**src/rtl/fetch_unit_pkg.sv**
```systemverilog
// ---------------------------------------------------------------------------
// fetch_unit_pkg
// Shared definitions for the instruction-fetch stage: fetch FSM state
// encoding, the NOP bubble word, the PC step and the default reset PC.
// Also holds small PC helper functions used by the fetch unit.
// ---------------------------------------------------------------------------
package fetch_unit_pkg;

    typedef enum logic [1:0] {
        ST_BOOT = 2'd0,   // one idle cycle after reset release
        ST_REQ  = 2'd1,   // presenting a fetch request
        ST_WAIT = 2'd2,   // one fetch outstanding, waiting for rvalid
        ST_ERR  = 2'd3    // misaligned redirect target (optional feature)
    } fetch_state_e;

    localparam logic [31:0] NOP_INSTR        = 32'h0000_0000;
    localparam logic [31:0] PC_INC           = 32'h0000_0004;
    localparam logic [31:0] DEFAULT_RESET_PC = 32'h0000_0000;

    // True when a PC is not word aligned.
    function automatic logic is_misaligned(input logic [31:0] pc);
        return (pc[1:0] != 2'b00);
    endfunction

    // Forces a PC onto a word boundary.
    function automatic logic [31:0] align_pc(input logic [31:0] pc);
        return {pc[31:2], 2'b00};
    endfunction

endpackage

```
**src/rtl/fetch_skid_buf.sv**
```systemverilog
// ---------------------------------------------------------------------------
// fetch_skid_buf
// One-entry {pc, instr} holding buffer. Catches a fetch response that
// arrives while the downstream stage is stalled, so the response is not lost.
// Priority: clear > load > unload.
//
// Ports:
//   clk, rst        clock, asynchronous active-high reset
//   i_load          capture i_pc/i_instr, buffer becomes full
//   i_unload        entry consumed, buffer becomes empty
//   i_clear         discard entry (redirect)
//   i_pc, i_instr   entry to capture
//   o_full          buffer holds an entry
//   o_pc, o_instr   buffered entry
// ---------------------------------------------------------------------------
module fetch_skid_buf
    import fetch_unit_pkg::*;
(
    input  logic        clk,
    input  logic        rst,
    input  logic        i_load,
    input  logic        i_unload,
    input  logic        i_clear,
    input  logic [31:0] i_pc,
    input  logic [31:0] i_instr,
    output logic        o_full,
    output logic [31:0] o_pc,
    output logic [31:0] o_instr
);

    logic        r_full;
    logic [31:0] r_pc;
    logic [31:0] r_instr;

    // Buffer entry and occupancy flag.
    always_ff @(posedge clk or posedge rst) begin
        if (rst) begin
            r_full  <= 1'b0;
            r_pc    <= 32'h0000_0000;
            r_instr <= NOP_INSTR;
        end else if (i_clear) begin
            r_full  <= 1'b0;
            r_pc    <= 32'h0000_0000;
            r_instr <= NOP_INSTR;
        end else if (i_load) begin
            r_full  <= 1'b1;
            r_pc    <= i_pc;
            r_instr <= i_instr;
        end else if (i_unload) begin
            r_full  <= 1'b0;
        end else begin
            r_full  <= r_full;
        end
    end

    assign o_full  = r_full;
    assign o_pc    = r_pc;
    assign o_instr = r_instr;

endmodule

```
**src/rtl/fetch_unit.sv**
```systemverilog
// ---------------------------------------------------------------------------
// fetch_unit
// Instruction-fetch stage. Owns the fetch PC, issues one word fetch at a time
// over a req/gnt/rvalid handshake and presents {PC, instruction, valid} to the
// IF/ID stage register. Handles stall (with a one-entry skid buffer), branch
// redirect (with discard of a stale in-flight fetch) and emits a zero
// instruction whenever nothing valid is presented.
//
// Optional feature macro: IF_MISALIGN_CHK_EN
//   defined   : misaligned redirect target raises MisalignErr and parks the
//               unit in ST_ERR until an aligned redirect or reset.
//   undefined : redirect target low bits are forced to 00, MisalignErr = 0.
//
// Ports:
//   clk, rst       clock, asynchronous active-high reset
//   Stall          downstream hold, output register frozen
//   Redirect       branch/jump taken, RedirectPC is the new fetch PC
//   IMemReq        fetch request valid (combinational, may assert in the
//                  same cycle as the previous response for back-to-back use)
//   IMemAddr       fetch address (word aligned)
//   IMemGnt        memory accepted the request this cycle
//   IMemRValid     read data valid, in order
//   IMemRData      instruction word
//   PC_out         PC of presented instruction
//   Instr_out      presented instruction, 0 when Valid_out = 0
//   Valid_out      PC_out/Instr_out hold a real instruction
//   MisalignErr    misaligned redirect target seen
// ---------------------------------------------------------------------------
module fetch_unit
    import fetch_unit_pkg::*;
#(
    parameter logic [31:0] RESET_PC = DEFAULT_RESET_PC
) (
    input  logic        clk,
    input  logic        rst,
    input  logic        Stall,
    input  logic        Redirect,
    input  logic [31:0] RedirectPC,
    output logic        IMemReq,
    output logic [31:0] IMemAddr,
    input  logic        IMemGnt,
    input  logic        IMemRValid,
    input  logic [31:0] IMemRData,
    output logic [31:0] PC_out,
    output logic [31:0] Instr_out,
    output logic        Valid_out,
    output logic        MisalignErr
);

    fetch_state_e r_state;
    fetch_state_e w_state_nxt;
    logic [31:0]  r_fpc;
    logic [31:0]  w_fpc_nxt;
    logic         r_outstanding;
    logic         w_outstanding_nxt;
    logic         r_drop;
    logic         w_drop_nxt;

    logic [31:0]  r_pc_out;
    logic [31:0]  r_instr_out;
    logic         r_valid_out;
    logic         r_misalign;

    logic [31:0]  w_redir_pc;
    logic         w_redir_bad;
    logic         w_rsp;
    logic         w_keep;
    logic         w_req;
    logic         w_gnt;
    logic [31:0]  w_rsp_pc;

    logic         w_buf_full;
    logic [31:0]  w_buf_pc;
    logic [31:0]  w_buf_instr;
    logic         w_buf_load;
    logic         w_buf_unload;
    logic         w_buf_empty_nxt;

`ifdef IF_MISALIGN_CHK_EN
    assign w_redir_pc  = RedirectPC;
    assign w_redir_bad = is_misaligned(RedirectPC);
`else
    assign w_redir_pc  = align_pc(RedirectPC);
    assign w_redir_bad = 1'b0;
`endif

    // A response only counts while a fetch is outstanding; late data after
    // reset is ignored because the outstanding flag is cleared.
    assign w_rsp    = IMemRValid & r_outstanding;
    // Response that actually reaches the pipeline (not stale, not overridden).
    assign w_keep   = w_rsp & ~r_drop & ~Redirect;
    // fpc was already advanced on grant, so the response belongs to fpc-4.
    assign w_rsp_pc = r_fpc - PC_INC;

    assign w_buf_load      = w_keep & Stall;
    assign w_buf_unload    = ~Redirect & ~Stall & w_buf_full;
    assign w_buf_empty_nxt = w_buf_full ? ~Stall : ~w_buf_load;

    // Request generation: in WAIT a new request may go out in the same cycle
    // as the response, which sustains one instruction per cycle.
    always_comb begin
        w_req = 1'b0;
        case (r_state)
            ST_REQ:  w_req = ~w_buf_full;
            ST_WAIT: w_req = w_keep & w_buf_empty_nxt;
            default: w_req = 1'b0;
        endcase
    end

    assign w_gnt             = w_req & IMemGnt;
    assign w_outstanding_nxt = (r_outstanding & ~w_rsp) | w_gnt;

    // Next-state, next fetch PC and drop flag.
    always_comb begin
        w_state_nxt = r_state;
        w_fpc_nxt   = r_fpc;
        w_drop_nxt  = r_drop;
        if (Redirect) begin
            w_fpc_nxt  = w_redir_pc;
            // Anything still in flight after this edge belongs to the old path.
            w_drop_nxt = w_outstanding_nxt;
            if (w_redir_bad) begin
                w_state_nxt = ST_ERR;
            end else if (w_outstanding_nxt) begin
                w_state_nxt = ST_WAIT;
            end else begin
                w_state_nxt = ST_REQ;
            end
        end else begin
            if (w_gnt) begin
                w_fpc_nxt = r_fpc + PC_INC;
            end else begin
                w_fpc_nxt = r_fpc;
            end
            if (w_rsp) begin
                w_drop_nxt = 1'b0;
            end else begin
                w_drop_nxt = r_drop;
            end
            case (r_state)
                ST_BOOT: w_state_nxt = ST_REQ;
                ST_REQ:  w_state_nxt = w_gnt ? ST_WAIT : ST_REQ;
                ST_WAIT: begin
                    if (w_rsp) begin
                        w_state_nxt = w_gnt ? ST_WAIT : ST_REQ;
                    end else begin
                        w_state_nxt = ST_WAIT;
                    end
                end
                ST_ERR:  w_state_nxt = ST_ERR;
                default: w_state_nxt = ST_BOOT;
            endcase
        end
    end

    // Fetch FSM state, fetch PC and in-flight bookkeeping.
    always_ff @(posedge clk or posedge rst) begin
        if (rst) begin
            r_state       <= ST_BOOT;
            r_fpc         <= RESET_PC;
            r_outstanding <= 1'b0;
            r_drop        <= 1'b0;
        end else begin
            r_state       <= w_state_nxt;
            r_fpc         <= w_fpc_nxt;
            r_outstanding <= w_outstanding_nxt;
            r_drop        <= w_drop_nxt;
        end
    end

    // Misaligned-target flag: updated on every redirect, held otherwise.
    always_ff @(posedge clk or posedge rst) begin
        if (rst) begin
            r_misalign <= 1'b0;
        end else if (Redirect) begin
            r_misalign <= w_redir_bad;
        end else begin
            r_misalign <= r_misalign;
        end
    end

    // IF/ID output register: redirect flushes, stall holds, buffered entry
    // has precedence over fresh data, otherwise a bubble is emitted.
    always_ff @(posedge clk or posedge rst) begin
        if (rst) begin
            r_pc_out    <= 32'h0000_0000;
            r_instr_out <= NOP_INSTR;
            r_valid_out <= 1'b0;
        end else if (Redirect) begin
            r_pc_out    <= 32'h0000_0000;
            r_instr_out <= NOP_INSTR;
            r_valid_out <= 1'b0;
        end else if (Stall) begin
            r_pc_out    <= r_pc_out;
            r_instr_out <= r_instr_out;
            r_valid_out <= r_valid_out;
        end else if (w_buf_full) begin
            r_pc_out    <= w_buf_pc;
            r_instr_out <= w_buf_instr;
            r_valid_out <= 1'b1;
        end else if (w_keep) begin
            r_pc_out    <= w_rsp_pc;
            r_instr_out <= IMemRData;
            r_valid_out <= 1'b1;
        end else begin
            r_pc_out    <= r_pc_out;
            r_instr_out <= NOP_INSTR;
            r_valid_out <= 1'b0;
        end
    end

    fetch_skid_buf u_skid (
        .clk      (clk),
        .rst      (rst),
        .i_load   (w_buf_load),
        .i_unload (w_buf_unload),
        .i_clear  (Redirect),
        .i_pc     (w_rsp_pc),
        .i_instr  (IMemRData),
        .o_full   (w_buf_full),
        .o_pc     (w_buf_pc),
        .o_instr  (w_buf_instr)
    );

    assign IMemReq     = w_req;
    assign IMemAddr    = r_fpc;
    assign PC_out      = r_pc_out;
    assign Instr_out   = r_instr_out;
    assign Valid_out   = r_valid_out;
    assign MisalignErr = r_misalign;

endmodule

```
**config.mk**
```make
export PLATFORM = sky130hd
export DESIGN_NAME = fetch_unit
export DESIGN_NICKNAME = d
export VERILOG_FILES = /design/src/rtl/fetch_unit_pkg.sv /design/src/rtl/fetch_skid_buf.sv /design/src/rtl/fetch_unit.sv
export SDC_FILE = /design/constraint.sdc
export NUM_CORES = 1
export LEC_CHECK = 0
export BUFFER_PORTS_ARGS = -buffer_cell sky130_fd_sc_hd__buf_2
export CORE_MARGIN = 1.5
export CORE_UTILIZATION = 42
export CTS_BUF_LIST = sky130_fd_sc_hd__clkbuf_4 sky130_fd_sc_hd__clkbuf_8
export DETAILED_ROUTE_END_ITERATION = 16
export HOLD_SLACK_MARGIN = 0.08
export MAX_ROUTING_LAYER = met4
export PLACE_DENSITY = 0.69
export SLEW_MARGIN = 20
export SYNTH_ARGS = -nofsm -noshare
export SYNTH_HDL_FRONTEND = slang
export SYNTH_SLANG_ARGS = --single-unit
```
**constraint.sdc**
```tcl
create_clock -name clk -period 6.5 [get_ports clk]
set_input_delay 0.65 -clock clk [delete_from_list [all_inputs] [get_ports clk]]
set_output_delay 0.65 -clock clk [all_outputs]
set_load 0.03 [all_outputs]
```
After elaboration in Yosys (flattened, before gate mapping)

Cells that the tools add are included.

$add $sub $neg: 2
Equal/unequal tests: 4
Muxes and demuxes: 30
Divide/modulo/power cells: 0
Multipliers: 0
Reductions and logical operators: 7
Bitwise operators: 16
Shift operators: 0
$lt $le $gt $ge: 0

Operator list:

| operator                                                                 | count |
|---|---|
| 32-bit two-way mux                                                       | 14 |
| 32-bit by 3-bit adder with 32-bit output (second input constant)         | 1 |
| 32-bit by 3-bit subtractor with 32-bit output (second input constant)    | 1 |
| 1-bit two-way mux                                                        | 10 |
| 1-bit AND                                                                | 9 |
| 2-bit two-way mux                                                        | 4 |
| 2-bit one-hot mux with 4 select lines                                    | 1 |
| 1-bit NOT                                                                | 6 |
| 2-bit nonzero test                                                       | 3 |
| 3-bit nonzero test                                                       | 2 |
| 2-bit == test (second input constant)                                    | 2 |
| 2-bit by 1-bit == test with 1-bit output (second input constant)         | 1 |
| 2-bit logical NOT                                                        | 1 |
| 2-bit by 1-bit inequality test with 1-bit output (second input constant) | 1 |
| 1-bit one-hot mux with 2 select lines                                    | 1 |
| 2-bit AND reduction                                                      | 1 |
| 1-bit bitwise OR                                                         | 1 |

Bits in latches: 0
ROM bits: 0
Memories: 0
Output and inout port bits: 99
Register bits: 166
Memory bits (writable): 0
Input bits: 70
Word-level logic and storage cells: 69

Depth between registers and ports, before layout

Depth in word-level cells: 13
Mapped depth: 8

Cells and area by module

Synthesis repeated with hierarchy kept, for this count alone.

Cells, all modules: 851
Area, all modules: 8456.9 um2

By module, submodules not included:

| module         | times used | cells an instance | area an instance (um2) |
|---|---|---|---|
| fetch_unit     | 1          | 640               | 5783.0 |
| fetch_skid_buf | 1          | 211               | 2673.8 |

Least setup slack after synthesis

Ideal clock, no wire load.

Path kind: input to output
Start: input Redirect
End: output IMemReq
Path slack: 4006 ps
Arrival time: 1844 ps
Data required time: 5850 ps
Stages on the path: 4
Buffers on the path: 1
Cell sequence: clkbuf_1 > nor2_1 > nand3_1 > a21boi_0

Word-level cells in the longest chain between the ends: 7

Ends and longest elaborated chain:

| item                                    | line              | source |
|---|---|---|
| start: declaration                      | fetch_unit.sv:37  | `input logic Redirect,` |
| 1-bit NOT *                             | fetch_unit.sv:91  | `assign w_keep = w_rsp & ~r_drop & ~Redirect;` |
| 1-bit AND *                             | fetch_unit.sv:91  |  |
| 1-bit AND                               | fetch_unit.sv:95  | `assign w_buf_load = w_keep & Stall;` |
| 1-bit NOT                               | fetch_unit.sv:97  | `assign w_buf_empty_nxt = w_buf_full ? ~Stall : ~w_buf_load;` |
| 1-bit two-way mux                       | fetch_unit.sv:97  |  |
| 1-bit AND *                             | fetch_unit.sv:105 | `ST_WAIT: w_req = w_keep & w_buf_empty_nxt;` |
| 1-bit one-hot mux with 2 select lines * | fetch_unit.sv:103 | `case (r_state)` |
| end: declaration                        | fetch_unit.sv:39  | `output logic IMemReq,` |

Every way passes the cells marked *; elsewhere a longest branch is shown, timed or not.

Worst setup path in the final report

Start: register u_skid.r_full, in the netlist u_skid.o_full
End: output IMemReq

Word-level cells in the longest chain between the ends: 3
Elaborated cells between the ends (all ways): 4
Those cells by class: mux: 2; bitwise: 2

Ends and longest elaborated chain:

| item                                    | line                 | source |
|---|---|---|
| start: declaration                      | fetch_skid_buf.sv:31 | `logic r_full;` |
| start signal: assignment                | fetch_skid_buf.sv:52 | `r_full <= r_full;` |
| 1-bit two-way mux                       | fetch_unit.sv:97     |  |
| 1-bit AND                               | fetch_unit.sv:105    |  |
| 1-bit one-hot mux with 2 select lines * | fetch_unit.sv:103    |  |

Marked as above.

==> results.ini <==
[outcome]
status=finished, final reports clean

[placement]
routabilityCongestion=0.885
post-place-cells=1079
dp_hpwl_um=12700
io_buffer_count=163
placed_cell_area_mm2=0.00861

[routing]
ant_nets=0
drt_iter0_markers=478
wl_per_cell_um=17.2
routed_wl_um=19100
vias=6152
first_pass_iters=9
routed_via_density=5.54
drc=0

[synthesis]
synth_cell_type_count=56
synth_top_area_cell=dfrtp_1
syn-cell-area_mm2=0.00766
ys_top_cells_by_count=dfrtp_1 (162), nand2_1 (85), o21ai_0 (84), clkbuf_1 (46)
synthSimpleGateAreaFrac_pct=14.7
ys_ff_latch=162
yosysTopAreaCellShare_pct=52.9
synth_adder_area_share_pct=0.980
synth_edf_count=0
muxShareOfSynthArea_pct=0.719
synth_area_leaders=dfrtp_1 (53%), o21ai_0 (5.5%), a22o_1 (4.7%), xnor2_1 (4.5%), a222oi_1 (4.2%)
async_flop_share_pct=100
synth_cells=742
synth.most_common_cell=dfrtp_1
yosysSeqAreaShare_pct=52.9
synth_warnings=0
ys.flop_type=dfrtp_1
synth_compound_area_share_pct=18.3
synth_xor_area_share_pct=6.40
synth_top_family_by_area=compound AO/OA/AOI/OAI gates
syn_avg_cell_area_um2=10.3

[setup_path]
path_max_fanout=23
crit_start=u_skid.o_full
arrival_ns=2.21
required_ns=5.85
startpoint_type=flip-flop
endpoint_kind=output pin
critPathKind=flip-flop to output pin
rr_startpoint=u_skid.o_full

[global_routing]
track_usage_pct=20.8
grt_start_max_net_pins=96
grt_pass1_vias=5868
grt_pass1_wl_um=31300
grt_overflow=0
antenna_found_initial=0

[clock_network]
cts_hold_buf=0
htree_levels=4
clockRootBuffer=clkbuf_8
cts_buffers=17
post_cts_buffers=0
clock-sinks=162
clockBufferDepth=2
post_cts_resized=0
insertion_delay_ns=0.45
path_clk_slew_ns=0.08
cts_tree=done

[worst_hold_path]
min_path_type=primary input to async pin

[power_and_ir_drop]
switching_share_pct=35.5
p_leak_uw=0.00431
p_switching_uw=909
combPwrFrac_pct=23.9
power_frac_clock_pct=28.9
internal_power_uw=1650
ir_drop_v=0.000134
power.density_mw_per_mm2=284
p_seq_share_pct=47.2

[final_layout]
post-route-util_pct=50.3
antenna_cells=0
fin_cells=1111
fin_nets=945
layout-drive-gt1-share_pct=26.3
fillers=1662
fin_area_mm2=0.00901
area_growth_pct=17.6

[timing]
slew_headroom_pct=38.5
slew_violations=0
skew_ns=0.0127
fmax_ghz=0.350
hold_viol=0
tightest_slew_ns=0.920
finalSetupTns_ns=0
setup_viol_count_final=0
period_needed_ns=2.86
rsz0062_at_grt=no
post-route-period-util_pct=43.9

[die]
core_mm2=0.0179
dieArea_mm2=0.0191
die_width_um=138
start_util_pct=42.8
ioPinCount=169
rows=49
die_h_um=138

[job]
max_cap_violations=0

==> cell usage in the layout, fill, tap and decap left out, types with 4 or more instances in the layout <==
cell type,n
buf_4,10
dfrtp_1,162
inv_6,4
nor4_1,19
o21ai_0,84
clkbuf_8,17
nand3b_1,4
a22oi_1,19
o21ai_1,8
xnor2_1,39
nor2_1,21
a222oi_1,32
ha_1,6
nand2_1,85
mux2_2,4
a22o_1,41
clkinvlp_4,5
nor4_2,5
nand4_1,12
buf_2,163
inv_1,40
nand3_1,13
nor3_1,9
xor2_1,17
or3_1,4
==> power by group through the flow <==
stage	Clock (uW)	Sequential (uW)	Combinational, uW
6_report	738	1210	612
5_1_grt	800	1220	667
3_5_place_dp	0	1230	616
3_3_place_gp	0	1220	608
4_1_cts	758	1210	618
2_1_floorplan	0	1310	333
==> final timing paths <==
check,endpoint,slack (ns),cells past startpoint
max,IMemReq,3.64,4
min,u_skid.o_instr[15],0.37,2
max reg2reg,PC_out[27],3.75,6
min reg2reg,Valid_out,0.48,1
max in group asynchronous,PC_out[5],4.74,3
min in group clk,IMemAddr[28],0.39,3
==> registers in the layout, summed over array words and instances (netlist names) <==
name,count
u_skid.o_full,1
u_skid.o_instr,32
r_outstanding,1
u_skid.o_pc,31
PC_out,31
Instr_out,32
Valid_out,1
r_drop,1
IMemAddr,30
r_state,2
==> layer usage <==
metal	wire length [um]	global-route usage, %	vias up
met2	8840	30.9	219
met4	280	5.87	0
met1	8820	28.9	2984
met3	1140	4.23	19
met5	0	-	-
li1	-	-	2930
==> stage by stage <==
step	total power [uW]	hold WS, ns	setup WS, ns
2_1_floorplan	1640	0.450	1.47
3_3_place_gp	1830	0.462	3.38
3_5_place_dp	1840	0.461	3.36
4_1_cts	2580	0.371	3.61
5_1_grt	2690	0.402	3.51
6_report	2560	0.370	3.64
==> kinds of logic after synthesis <==
group,Yosys count
and+or+nand+nor,204
AOI/OAI and AO/OA,199
DFF,162
buffers and inverters,109
xor gates and xnor gates,56
adders and majority gates,6
muxes,5
other,1
==> area by class of cell <==
| type | count | area, um^2 | area share [%] |
|---|---|---|---|
| clock inverters | 14 | 155 | 1.72 |
| clock buffers | 18 | 241 | 2.68 |
| flip-flops and latches | 162 | 4050 | 45.0 |
| inverters | 42 | 163 | 1.81 |
| repair buffers | 173 | 891 | 9.89 |
| well taps | 229 | 287 | 3.18 |
| multi-input cells | 473 | 3220 | 35.7 |
==> worst max-delay path, cell delays in order, from the launching register on <==
cell and delay [ns]:
dfrtp_1 0.79, clkinv_1 0.48, nand2_1 0.14, a21boi_0 0.14, buf_2 0.21
Note: power is estimated with default switching activity, not from simulation.
